[src/rtl/shift_pkg.sv]
// shift_pkg: shared state encoding and shift-mode constants for iter_shift_right
package shift_pkg;
  typedef enum logic [1:0] {IDLE = 2'd0, SHIFT = 2'd1, FIN = 2'd2} state_t;
  localparam logic SHIFT_LSR = 1'b0;
  localparam logic SHIFT_ASR = 1'b1;
  localparam logic DIR_RIGHT = 1'b0;
  localparam logic DIR_LEFT  = 1'b1;
endpackage

[src/rtl/shift_step.sv]
// shift_step: combinational one-position shifter (right logical/arithmetic or left)
module shift_step
  import shift_pkg::*;
#(
  parameter int WIDTH = 64
) (
  input  logic [WIDTH-1:0] val_i,
  input  logic             arith_i,
  input  logic             dir_i,
  output logic [WIDTH-1:0] next_o
);
  assign next_o = dir_i == DIR_LEFT ? {val_i[WIDTH-2:0], 1'b0}
                                    : {arith_i == SHIFT_ASR & val_i[WIDTH-1], val_i[WIDTH-1:1]};
endmodule

[src/rtl/iter_shift_right.sv]
// iter_shift_right: one-bit-per-clock LSR/ASR shifter with Start/Busy/Done; ITER_SHIFT_LSL_EN adds Dir for LSL
module iter_shift_right
  import shift_pkg::*;
#(
  parameter int WIDTH   = 64,
  parameter int SHAMT_W = 6
) (
  input  logic               CLK,
  input  logic               RST_N,
  input  logic               Start,
  input  logic [WIDTH-1:0]   In,
  input  logic [SHAMT_W-1:0] Shamt,
  input  logic               Arith,
`ifdef ITER_SHIFT_LSL_EN
  input  logic               Dir,
`endif
  output logic               Busy,
  output logic               Done,
  output logic [WIDTH-1:0]   Out
);
  state_t             state_q, state_d;
  logic [WIDTH-1:0]   out_q, out_d, step;
  logic [SHAMT_W-1:0] cnt_q, cnt_d;
  logic               arith_q, arith_d, dir_q, dir_d, dir_in;
`ifdef ITER_SHIFT_LSL_EN
  assign dir_in = Dir;
`else
  assign dir_in = DIR_RIGHT;
`endif
  shift_step #(.WIDTH(WIDTH)) u_step (.val_i(out_q), .arith_i(arith_q), .dir_i(dir_q), .next_o(step));
  always_comb begin
    state_d = state_q;
    out_d   = out_q;
    cnt_d   = cnt_q;
    arith_d = arith_q;
    dir_d   = dir_q;
    if (state_q == SHIFT) begin
      out_d   = step;
      cnt_d   = cnt_q - 1'b1;
      state_d = cnt_q == SHAMT_W'(1) ? FIN : SHIFT;
    end else if (Start) begin
      out_d   = In;
      cnt_d   = Shamt;
      arith_d = Arith;
      dir_d   = dir_in;
      state_d = Shamt != '0 ? SHIFT : FIN;
    end else begin
      state_d = IDLE;
    end
  end
  always_ff @(posedge CLK) begin
    if (!RST_N) begin
      state_q <= IDLE;
      out_q   <= '0;
      cnt_q   <= '0;
      arith_q <= SHIFT_LSR;
      dir_q   <= DIR_RIGHT;
    end else begin
      state_q <= state_d;
      out_q   <= out_d;
      cnt_q   <= cnt_d;
      arith_q <= arith_d;
      dir_q   <= dir_d;
    end
  end
  assign Busy = state_q == SHIFT;
  assign Done = state_q == FIN;
  assign Out  = out_q;
endmodule

[config.mk]
export PLATFORM = sky130hd
export DESIGN_NAME = iter_shift_right
export DESIGN_NICKNAME = d
export VERILOG_FILES = /design/src/rtl/shift_pkg.sv /design/src/rtl/shift_step.sv /design/src/rtl/iter_shift_right.sv
export SDC_FILE = /design/constraint.sdc
export NUM_CORES = 1
export LEC_CHECK = 0
export BUFFER_PORTS_ARGS = -buffer_cell sky130_fd_sc_hd__buf_4
export CORE_ASPECT_RATIO = 0.75
export CORE_MARGIN = 2
export CORE_UTILIZATION = 30
export DETAILED_ROUTE_END_ITERATION = 8
export HOLD_SLACK_MARGIN = 0.05
export SLEW_MARGIN = 20
export SYNTH_ARGS = -nofsm -noshare
export SYNTH_HDL_FRONTEND = slang
export SYNTH_SLANG_ARGS = --single-unit
[constraint.sdc]
create_clock -name CLK -period 1.7 [get_ports CLK]
set_input_delay 0.255 -clock CLK [delete_from_list [all_inputs] [get_ports CLK]]
set_output_delay 0.255 -clock CLK [all_outputs]
set_load 0.02 [all_outputs]
==> results of run 1 <==
[placed cells by master, fill, tap and decap left out, types with 2 or more instances in the layout]
cell type  netlist  layout
buf_4            2     142
dfxtp_1         73      73
nand2_1         72      72
mux2i_1         63      63
o211a_1         63      63
clkbuf_16        0       9
buf_12           0       6
nor2_1           5       5
a21boi_1         4       4
clkinv_2         0       4
nor2b_1          3       3
o21ai_0          3       3
and3_1           3       3
clkbuf_1        11       3
inv_1            2       2
o211ai_1         2       2
a22oi_1          2       2
nand3_1          2       2
ha_1             2       2
[flip-flops by register name, summed over array words and instances, names as in the netlist]
signal and flops:
Out 64, arith_q 1, cnt_q 6, state_q 2
[routing by layer]
metal | wire [µm] | up-vias
met1 | 4194 | 1378
met4 | 112 | 0
met5 | 0 | -
met3 | 658 | 10
met2 | 3871 | 93
li1 | - | 1505
[cell families (layout without fill, tap and decap cells)]
kind of cell / Yosys count / after routing / synth area share
DFF: 73 / 73 / 0.4209
AOI/OAI and AO/OA: 79 / 79 / 0.2155
buffers and inverters: 35 / 167 / 0.05225
adders and majority gates: 2 / 2 / 0.007206
muxes: 63 / 63 / 0.1816
and+or+nand+nor: 96 / 96 / 0.1225
[through the flow]
step / worst slack (ns) / cells
after detailed placement: 0.3576 / 604
after CTS: 0.1671 / 620
after global routing: 0.1001 / 620
after floorplan: 0.4890 / 348
after global placement: 0.3701 / 604
final: 0.1870 / 620
[worst reg2reg max path, cell delays in order (launching register included)]
cell and delay, ns:
dfxtp_1 0.34, nor4b_2 0.39, nand2_1 0.12, and3_1 0.21, o21a_1 0.16
[power by group]
group	leakage [µW]	total [µW]	switching, µW	internal (µW)
clock	0.000130	1650	677	977
sequential	0.000605	2060	160	1900
combinational	0.00215	1260	636	626
[layout make-up]
class / count / area [µm²]
sequential: 73 / 1461
fill: 1095 / 6187
tap: 140 / 175.2
clock buffer: 12 / 236.5
multi-input combinational: 240 / 1829
inverter: 3 / 11.26
clock inverter: 4 / 20.02
timing repair buffer: 148 / 1186
[worst paths after layout]
path               from  endpoint  slack [ns]  depth (start not counted)
min               Arith   arith_q        0.18                          3
max reg2reg    cnt_q[0]  cnt_q[5]        0.38                          4
max          state_q[1]      Busy        0.19                          3
min reg2reg     arith_q   arith_q        0.46                          2
==> results.md, run 1 <==
* Vias per cell at 4.816
* Post-CTS Setup Bufs at 0
* Synth top area cells: dfxtp_1 (42%), mux2i_1 (18%), o211a_1 (18%)
* Final-report max-slew violation count at 0
* Worst skew pair latency at 0.33 ns
* Syn_nets at 424
* GRT overflow at 0
* First DRT Iteration DRCs at 73
* Routed len/inst at 14.25 µm
* CTS tree: built
* Vias in the first global route at 2889
* Die area at 0.01246 mm²
* Syn Area/Cell at 9.977 µm²
* Resize count post-CTS at 0
* Gr usage total at 0.1403
* Req. time, crit path at 1.44 ns
* Clock sink count at 73
* Synth unique cells at 35
* Largest vdd supply drop at 0.5024 mV
* Minimum clock period at 1.513 ns
* Max-cap violations at 0
* Most Crowded Layer GR: met2
* CTS root buf: clkbuf_16
* Clock slew at reported path FFs at 0.06 ns
* DRT antenna net count at 0
* Residual DRC count at 0
* Register area share after synthesis at 0.4209
* Top delay family on crit path: flip-flops
* Pre-Repair DR Iteration Count at 4
* Worst relative slew slack at 0.7758
* Cells after Synth at 348
* Power Dens Cells at 1012 mW/mm²
* Design area at 0.004920 mm²
* Met2 Resource Use GR at 0.2160
* Port bufs at 139
* Routability cong. at 0.7634
* Fin. Hold Viols at 0
* Final setup vio count at 0
* Critical path arrival at 1.26 ns
* Layout cell share with drive strength beyond 1 at 0.3458
* Hold-fix buffers, CTS at 0
* CP Cell Sequence: nand2b_4, inv_2, buf_4
* Final worst-path cycle share at 0.8900
* Number of flops mapped to enable cells by yosys at 0
* Synthesized cell area at 0.003472 mm²
* CTS buffer count at 9
* Crit path capture type: output port
* HPWL after DPL at 6231 µm
* Most used flip-flop cell after synthesis: dfxtp_1
* Share of the synthesized area in the top cell type at 0.4209
* Worst Clk Skew at 0.003140 ns
* Slew at the pin with the worst max-slew slack at 0.3355 ns
* Vias at 2986
* Crit Path Max Fanout at 13
* Final core occ at 0.4429
* Commonest cells post-synth: dfxtp_1 (73), nand2_1 (72), mux2i_1 (63), o211a_1 (63), buf_2 (16)
* Area grow syn2layout at 41.69%
* Top-count cell post-synth: dfxtp_1
* Startpoint Class: flip-flop
* Hold Crit Class: input pin to flip-flop
* Design Power at 4978 µW
* Worst Setup Path Type: flip-flop to output port
* Die width at 128.2 µm
* Status: finished clean
* Fmax at 0.6609 GHz
* P_leak at 0.002882 µW
* Largest net degree at the start of global routing at 64
* GR Util met1 at 0.1820
* H-tree Lvls at 3
* Synth warn at 0
* Core ar. at 0.01111 mm²
* #FFs+latches synth at 73
* Slowest stage delay, CP at 0.36 ns
* Post-route setup TNS at 0 ns
* Clock Tree Buf Depth at 2
* Ys async rst share at 0
* Total placed instance area at 0.004663 mm²
* Die Span Y at 97.17 µm
* Io pins at 140
* Min Hold Slack at 0.1819 ns
* Final nets at 551
* RSZ-0062 raised after global routing: no
* Grt met3 use at 0.05066
* Placement row count at 33
* Initial Utilization at 0.3126
* First-pass GRT wire length at 14050 µm
* Dominant cell type by area after synthesis: dfxtp_1
* Total Routed Length at 8837 µm
* Worst path bufs/invs at 2
* Crit-path slowest cell: dfxtp_1
* Initial antenna violation count at 0
* Antenna Cells at 0
(Power assumes the default switching activity.)
==> run 2: changes to the inputs <==
SYNTH_HIERARCHICAL = 1   (was default)
clock period = 1.9 ns   (was 1.7 ns; I/O delays follow)
==> run 2 against run 1 <==
Compared with the run above:
- register-to-register slack gained 0.08 ns
- area after synthesis rose by 25%
- count of clock-buffer cells in the layout stayed put
- sequential power decreased by 8%
- critical path type unchanged
- critical endpoint unchanged
- cell count grew 16%
- combinational power is 10% higher
- clock skew rose by 0.00057 ns
- flip-flop and latch count is the same
- worst setup slack gained 0.19 ns
- routed wire length grew 23%
- design area up 17%
==> results.md, run 2 <==
* Status: finished clean
* Clock Tree Buf Depth at 2 (unchanged)
* Final-report max-slew violation count at 0 (unchanged)
* Dominant cell type by area after synthesis: dfxtp_1
* Fin. Hold Viols at 0 (unchanged)
* Final worst-path cycle share at 0.8020
* Post-route setup TNS at 0 ns (unchanged)
* Worst Setup Path Type: flip-flop to output port
* Routed len/inst at 15.04 µm (+5.5%)
* Slowest stage delay, CP at 0.43 ns (+0.07 ns)
* Synth warn at 6 (+6)
* Largest vdd supply drop at 0.4012 mV (-20%)
* Min Hold Slack at 0.2236 ns (+0.04170 ns)
* Routability cong. at 0.7677 (+0.56%)
* Most common cell after layout, fill and taps aside: buf_4
* GRT overflow at 0 (unchanged)
* Vias at 3547 (+19%)
* Cells after Synth at 421 (+21%)
* Design Power at 5069 µW (+1.8%)
* Die width at 142.7 µm (+11%)
* Max reg flops at 64 (unchanged)
* CP Cell Sequence: nand2b_4, inv_2, buf_4
* Critical path arrival at 1.24 ns (-0.02 ns)
* Crit Path Max Fanout at 13 (unchanged)
* Area grow syn2layout at 32.83%
* Port bufs at 139 (unchanged)
* Fmax at 0.6563 GHz
* Total Routed Length at 10840 µm (+23%)
* Clock sink count at 73 (unchanged)
* Worst Clk Skew at 0.003708 ns (+0.0005676 ns)
* Register area share after synthesis at 0.3379 (-0.08304)
* First-pass GRT wire length at 17190 µm (+22%)
* HPWL after DPL at 7668 µm (+23%)
* Final setup vio count at 0 (unchanged)
* Final nets at 617 (+12%)
* Placement row count at 37 (+12%)
* #FFs+latches synth at 73 (unchanged)
* CTS tree: built
* Top delay family on crit path: flip-flops
* Io pins at 140 (unchanged)
* Req. time, crit path at 1.62 ns (+0.18 ns)
* Max-cap violations at 0 (unchanged)
* Crit path capture type: output port
* Clock slew at reported path FFs at 0.06 ns (about the same)
* Pre-Repair DR Iteration Count at 4 (unchanged)
* H-tree Lvls at 3 (unchanged)
* Layout cell share with drive strength beyond 1 at 0.4194 (+0.07358)
* RSZ-0062 raised after global routing: no
* Worst skew pair latency at 0.33 ns (about the same)
* Vias per cell at 4.920 (+2.1%)
* Hold Crit Class: input pin to flip-flop
* Crit-path slowest cell: dfxtp_1
* Most used flip-flop cell after synthesis: dfxtp_1
* Synth top area cells: dfxtp_1 (34%), mux2_4 (16%), mux2i_1 (15%)
* CTS root buf: clkbuf_16
* Ys async rst share at 0 (unchanged)
* Residual DRC count at 0 (unchanged)
* Syn Area/Cell at 10.27 µm² (+3.0%)
* Post-CTS Setup Bufs at 0 (unchanged)
* Die area at 0.01540 mm² (+24%)
* Initial Utilization at 0.3114 (-0.001164)
* Worst path bufs/invs at 2 (unchanged)
* Resize count post-CTS at 0 (unchanged)
* Antenna Cells at 0 (unchanged)
* Commonest cells post-synth: dfxtp_1 (73), mux2i_1 (64), a211oi_1 (59)
* Most frequent cells in the layout: buf_4 (143), dfxtp_1 (73), mux2i_1 (64)
* Top-count cell post-synth: dfxtp_1
* Largest net degree at the start of global routing at 84 (+31%)
* Vias in the first global route at 3338 (+16%)
* P_leak at 0.002798 µW (-2.9%)
* First DRT Iteration DRCs at 109 (+49%)
* Startpoint Class: flip-flop
* Power Dens Cells at 882.3 mW/mm² (-13%)
* Minimum clock period at 1.524 ns
* Number of flops mapped to enable cells by yosys at 0 (unchanged)
* Synth unique cells at 40 (+14%)
* Initial antenna violation count at 0 (unchanged)
* Hold-fix buffers, CTS at 0 (unchanged)
* CTS buffer count at 9 (unchanged)
* Die Span Y at 108.0 µm (+11%)
* Gr usage total at 0.1392 (-0.001143)
* Core ar. at 0.01389 mm² (+25%)
* Share of the synthesized area in the top cell type at 0.3379 (-0.08304)
* DRT antenna net count at 0 (unchanged)
* Synthesized cell area at 0.004325 mm² (+25%)
-- run 2: changes by cell type in the layout (fill, tap and decap cells not counted), moves of 3 or more --
cell and delta:
a211oi_1 +59, a21boi_1 -3, a21oi_1 +3, buf_12 -3
clkbuf_1 -3, clkbuf_8 +3, clkinv_2 -3, inv_1 +3
mux2_2 +15, mux2_4 +47, nand2_1 -57, nor2_1 +52
o211a_1 -54
-- run 2: layer usage --
metal | routed length (µm) | part of all wire | up-vias | GRT usage
met2 | 4811 | 0.44 | 85 | 0.2157
met3 | 507 | 0.047 | 12 | 0.03499
met5 | 0 | 0 | - | 0
met1 | 5365 | 0.49 | 1667 | 0.1928
met4 | 157 | 0.014 | 0 | 0.03819
li1 | - | - | 1783 | -
-- run 2: stage by stage --
stage / cells / setup slack [ns] / utilization / instance area [µm²]
CTS: 721 / 0.3789 / 0.4137 / 5746
global placement: 705 / 0.5062 / 0.3909 / 5429
detailed placement: 705 / 0.4654 / 0.3909 / 5429
global route: 721 / 0.3196 / 0.4137 / 5746
floorplan: 422 / 0.6088 / - / 4329
finish: 721 / 0.3763 / 0.4137 / 5746
-- run 2: cells by family (layout without fill, tap and decap cells) --
family	Yosys count	count (layout)	synth area share
buf+inv	46	170	0.06538
compound gates	84	84	0.1487
simple gates	88	88	0.08909
other cells	1	2	0.0008670
flops	73	73	0.3379
fa+ha+maj	2	2	0.005784
xor+xnor	1	1	0.002025
mux	126	126	0.3503
-- run 2: worst register-to-register path, stage by stage (launching register included) --
cell and delay, ns:
dfxtp_1 0.38, nand2b_4 0.24, buf_4 0.42, nor2_1 0.09, a211oi_1 0.22
-- run 2: final timing paths --
kind	startpoint	slack, ns	end	depth (start not counted)
max	state_q[0]	0.38	Busy	3
max reg2reg	state_q[1]	0.46	Out[28]	4
min reg2reg	arith_q	0.48	arith_q	2
min	Arith	0.22	arith_q	3
-- run 2: power by group --
group / switching (µW) / internal (µW) / leakage (µW)
Combinational: 658 / 727 / 0.00204
Sequential: 195 / 1710 / 0.000605
Clock: 662 / 1120 / 0.000151
-- run 2: area by class of cell --
type / instances / area [µm²]
fillers: 1359 / 8143
multi-input cells: 303 / 2585
flip-flops and latches: 73 / 1461
repair buffers: 146 / 1134
clock buffers: 12 / 266.5
well taps: 175 / 219.0
clock inverters: 4 / 50.05
inverters: 8 / 30.03
==> run 3: changes to the inputs <==
clock period = 1.22 ns   (was 1.9 ns; I/O delays follow)
==> run 3 against run 2 <==
Compared with the run above:
- the flow now finishes with violations (setup timing)
- core utilization rose by 2.7 points
- worst setup slack got worse by 0.40 ns
- highest routed layer unchanged
- count of clock-buffer cells in the layout did not move
- critical path type is now flip-flop to flip-flop
- non-clock buffer count rose by 19
- sequential share of layout area fell by 1.4 points
- register-to-register slack got worse by 0.48 ns
==> results.md, run 3 (same netlist as run 2, synthesis figures left out) <==
* Pre-Repair DR Iteration Count at 4 (unchanged)
* Multi-input logic area at 0.002690 mm² (+4.1%)
* Die area at 0.01540 mm² (unchanged)
* Antenna Cells at 0 (unchanged)
* Most common cell after layout, fill and taps aside: buf_4
* Most frequent cells in the layout: buf_4 (149), dfxtp_1 (69), mux2i_1 (64)
* Flop pwr share at 0.367 (-0.008)
* Routed len/inst at 15.78 µm (+4.9%)
* HPWL after DPL at 7767 µm (+1.3%)
* Crit Path Max Fanout at 7 (-6)
* Design area at 0.006117 mm² (+6.5%)
* CTS root buf: clkbuf_16
* First DRT Iteration DRCs at 125 (+15%)
* Worst path bufs/invs at 1 (-1)
* Minimum clock period at 1.240 ns
* Layout cell share with drive strength beyond 1 at 0.4752 (+0.05576)
* Worst Setup Path Type: flip-flop to flip-flop
* Hold-fix buffers, CTS at 0 (unchanged)
* Critical path arrival at 1.45 ns (+0.21 ns)
* Vias at 3669 (+3.4%)
* CTS tree: built
* Area grow syn2layout at 41.42%
* Total Routed Length at 11660 µm (+7.5%)
* P_leak at 0.002967 µW (+6.0%)
* Total placed instance area at 0.005510 mm² (+1.5%)
* Req. time, crit path at 1.43 ns (-0.19 ns)
* Largest vdd supply drop at 0.6701 mV (+67%)
* Vias in the first global route at 3450 (+3.4%)
* Gr usage total at 0.1432 (+0.004012)
* Clock slew at reported path FFs at 0.06 ns (about the same)
* Fin. Hold Viols at 0 (unchanged)
* Final-report max-slew violation count at 0 (unchanged)
* Clock Tree Buf Depth at 2 (unchanged)
* CTS buffer count at 9 (unchanged)
* DRT antenna net count at 0 (unchanged)
* Startpoint Class: flip-flop
* Switching fraction of total power at 0.2986 (about the same)
* Crit-path slowest cell: dfxtp_2
* First-pass GRT wire length at 17760 µm (+3.3%)
* GRT overflow at 0 (unchanged)
* Port bufs at 139 (unchanged)
* Initial Utilization at 0.3114 (unchanged)
* Post-route setup slack at -0.01998 ns (-0.3963 ns)
* Final nets at 636 (+3.1%)
* Logic pwr share at 0.305 (+0.032)
* Max reg flops at 64 (unchanged)
* Io pins at 140 (unchanged)
* Crit path capture type: flip-flop
* Internal at 5672 µW (+60%)
* Sequential Area at 0.001469 mm² (+0.51%)
* CP Cell Sequence: nand2b_4, buf_6, and3_1, o31a_1
* Fmax at 0.8065 GHz
* Slowest stage delay, CP at 0.33 ns (-0.10 ns)
* Residual DRC count at 0 (unchanged)
* Hold Crit Class: input pin to flip-flop
* Top delay family on crit path: simple AND/OR/NAND/NOR gates
* Clk pwr share at 0.328 (-0.024)
* H-tree Lvls at 3 (unchanged)
* RSZ-0062 raised after global routing: yes
* Max-cap violations at 0 (unchanged)
* Core ar. at 0.01389 mm² (unchanged)
* Worst Clk Skew at 0.004812 ns (+0.001104 ns)
* Filler instances at 1346 (-0.96%)
* Initial antenna violation count at 0 (unchanged)
* Largest net degree at the start of global routing at 56 (-33%)
* Vias per cell at 4.965 (+0.92%)
* Routability cong. at 0.8000 (+4.2%)
* Final worst-path cycle share at 1.016
* Sw power at 2415 µW (+59%)
* Post-Place Setup Slack at -0.1079 ns (-0.5733 ns)
* Clock sink count at 73 (unchanged)
* Worst skew pair latency at 0.32 ns (about the same)
* Status: complete, but fails checks
* Placement row count at 37 (unchanged)
* Power Dens Cells at 1322 mW/mm² (+50%)
* Die width at 142.7 µm (unchanged)
* Final setup vio count at 1 (+1)
* Failing checks: setup timing
* Die Span Y at 108.0 µm (unchanged)
run 3: timing repair:
item,CTS,global route
gates resized for setup,13,26
gates cloned,0,3
endpoints found under the setup margin,65,55
pin swaps,2,5
endpoints found under the hold margin,0,0
buffers inserted,6,3
run 3: path summary, 6_finish.rpt:
kind	start	endpoint	slack [ns]	depth (start not counted)
worst max-delay path	state_q[1]	cnt_q[2]	-0.02	4
worst min-delay path	Arith	arith_q	0.13	3
worst max register to register	state_q[1]	cnt_q[2]	-0.02	4
worst min register to register	arith_q	arith_q	0.48	2
run 3: routing by layer:
| metal | vias up | GRT usage | routed length [µm] |
|---|---|---|---|
| met5 | - | 0 | 0 |
| met4 | 0 | 0.03041 | 19 |
| met3 | 2 | 0.03720 | 430 |
| met2 | 79 | 0.2208 | 5369 |
| met1 | 1765 | 0.2018 | 5840 |
| li1 | 1823 | - | - |
run 3: layout make-up:
class                   count  share of cell area
clock buffers              12             0.04193
clock inverters             3            0.006545
inverters                   8            0.006136
multi-input cells         303              0.4398
flip-flops and latches     73              0.2401
well taps                 175             0.03579
repair buffers            165              0.2297
run 3: power by group through the flow:
| stage | clock network [µW] | logic [µW] | registers [µW] |
|---|---|---|---|
| global route | 2860 | 2650 | 3020 |
| floorplan | 0 | 1200 | 3210 |
| CTS | 2750 | 2290 | 2960 |
| finish | 2650 | 2470 | 2970 |
| global placement | 0 | 2190 | 3000 |
| detailed placement | 0 | 2230 | 3010 |
run 3: worst reg2reg max path: cells and delay by family (launching register included):
kind | cells | cell delay, ns
and+or+nand+nor | 2 | 0.37
DFF | 1 | 0.33
AOI/OAI and AO/OA | 1 | 0.28
buffers and inverters | 1 | 0.16
run 3: metrics by stage:
stage / hold WS [ns] / util / TNS (ns) / cells / power (µW)
2_1_floorplan: 0.3164 / - / 0 / 422 / 4413
3_3_place_gp: 0.4567 / 0.3968 / -0.06166 / 712 / 5180
3_5_place_dp: 0.4609 / 0.3968 / -1.642 / 712 / 5235
4_1_cts: 0.1066 / 0.4248 / -0.03924 / 733 / 8006
5_1_grt: 0.1224 / 0.4405 / -0.3030 / 739 / 8526
6_report: 0.1275 / 0.4405 / -0.01998 / 739 / 8087
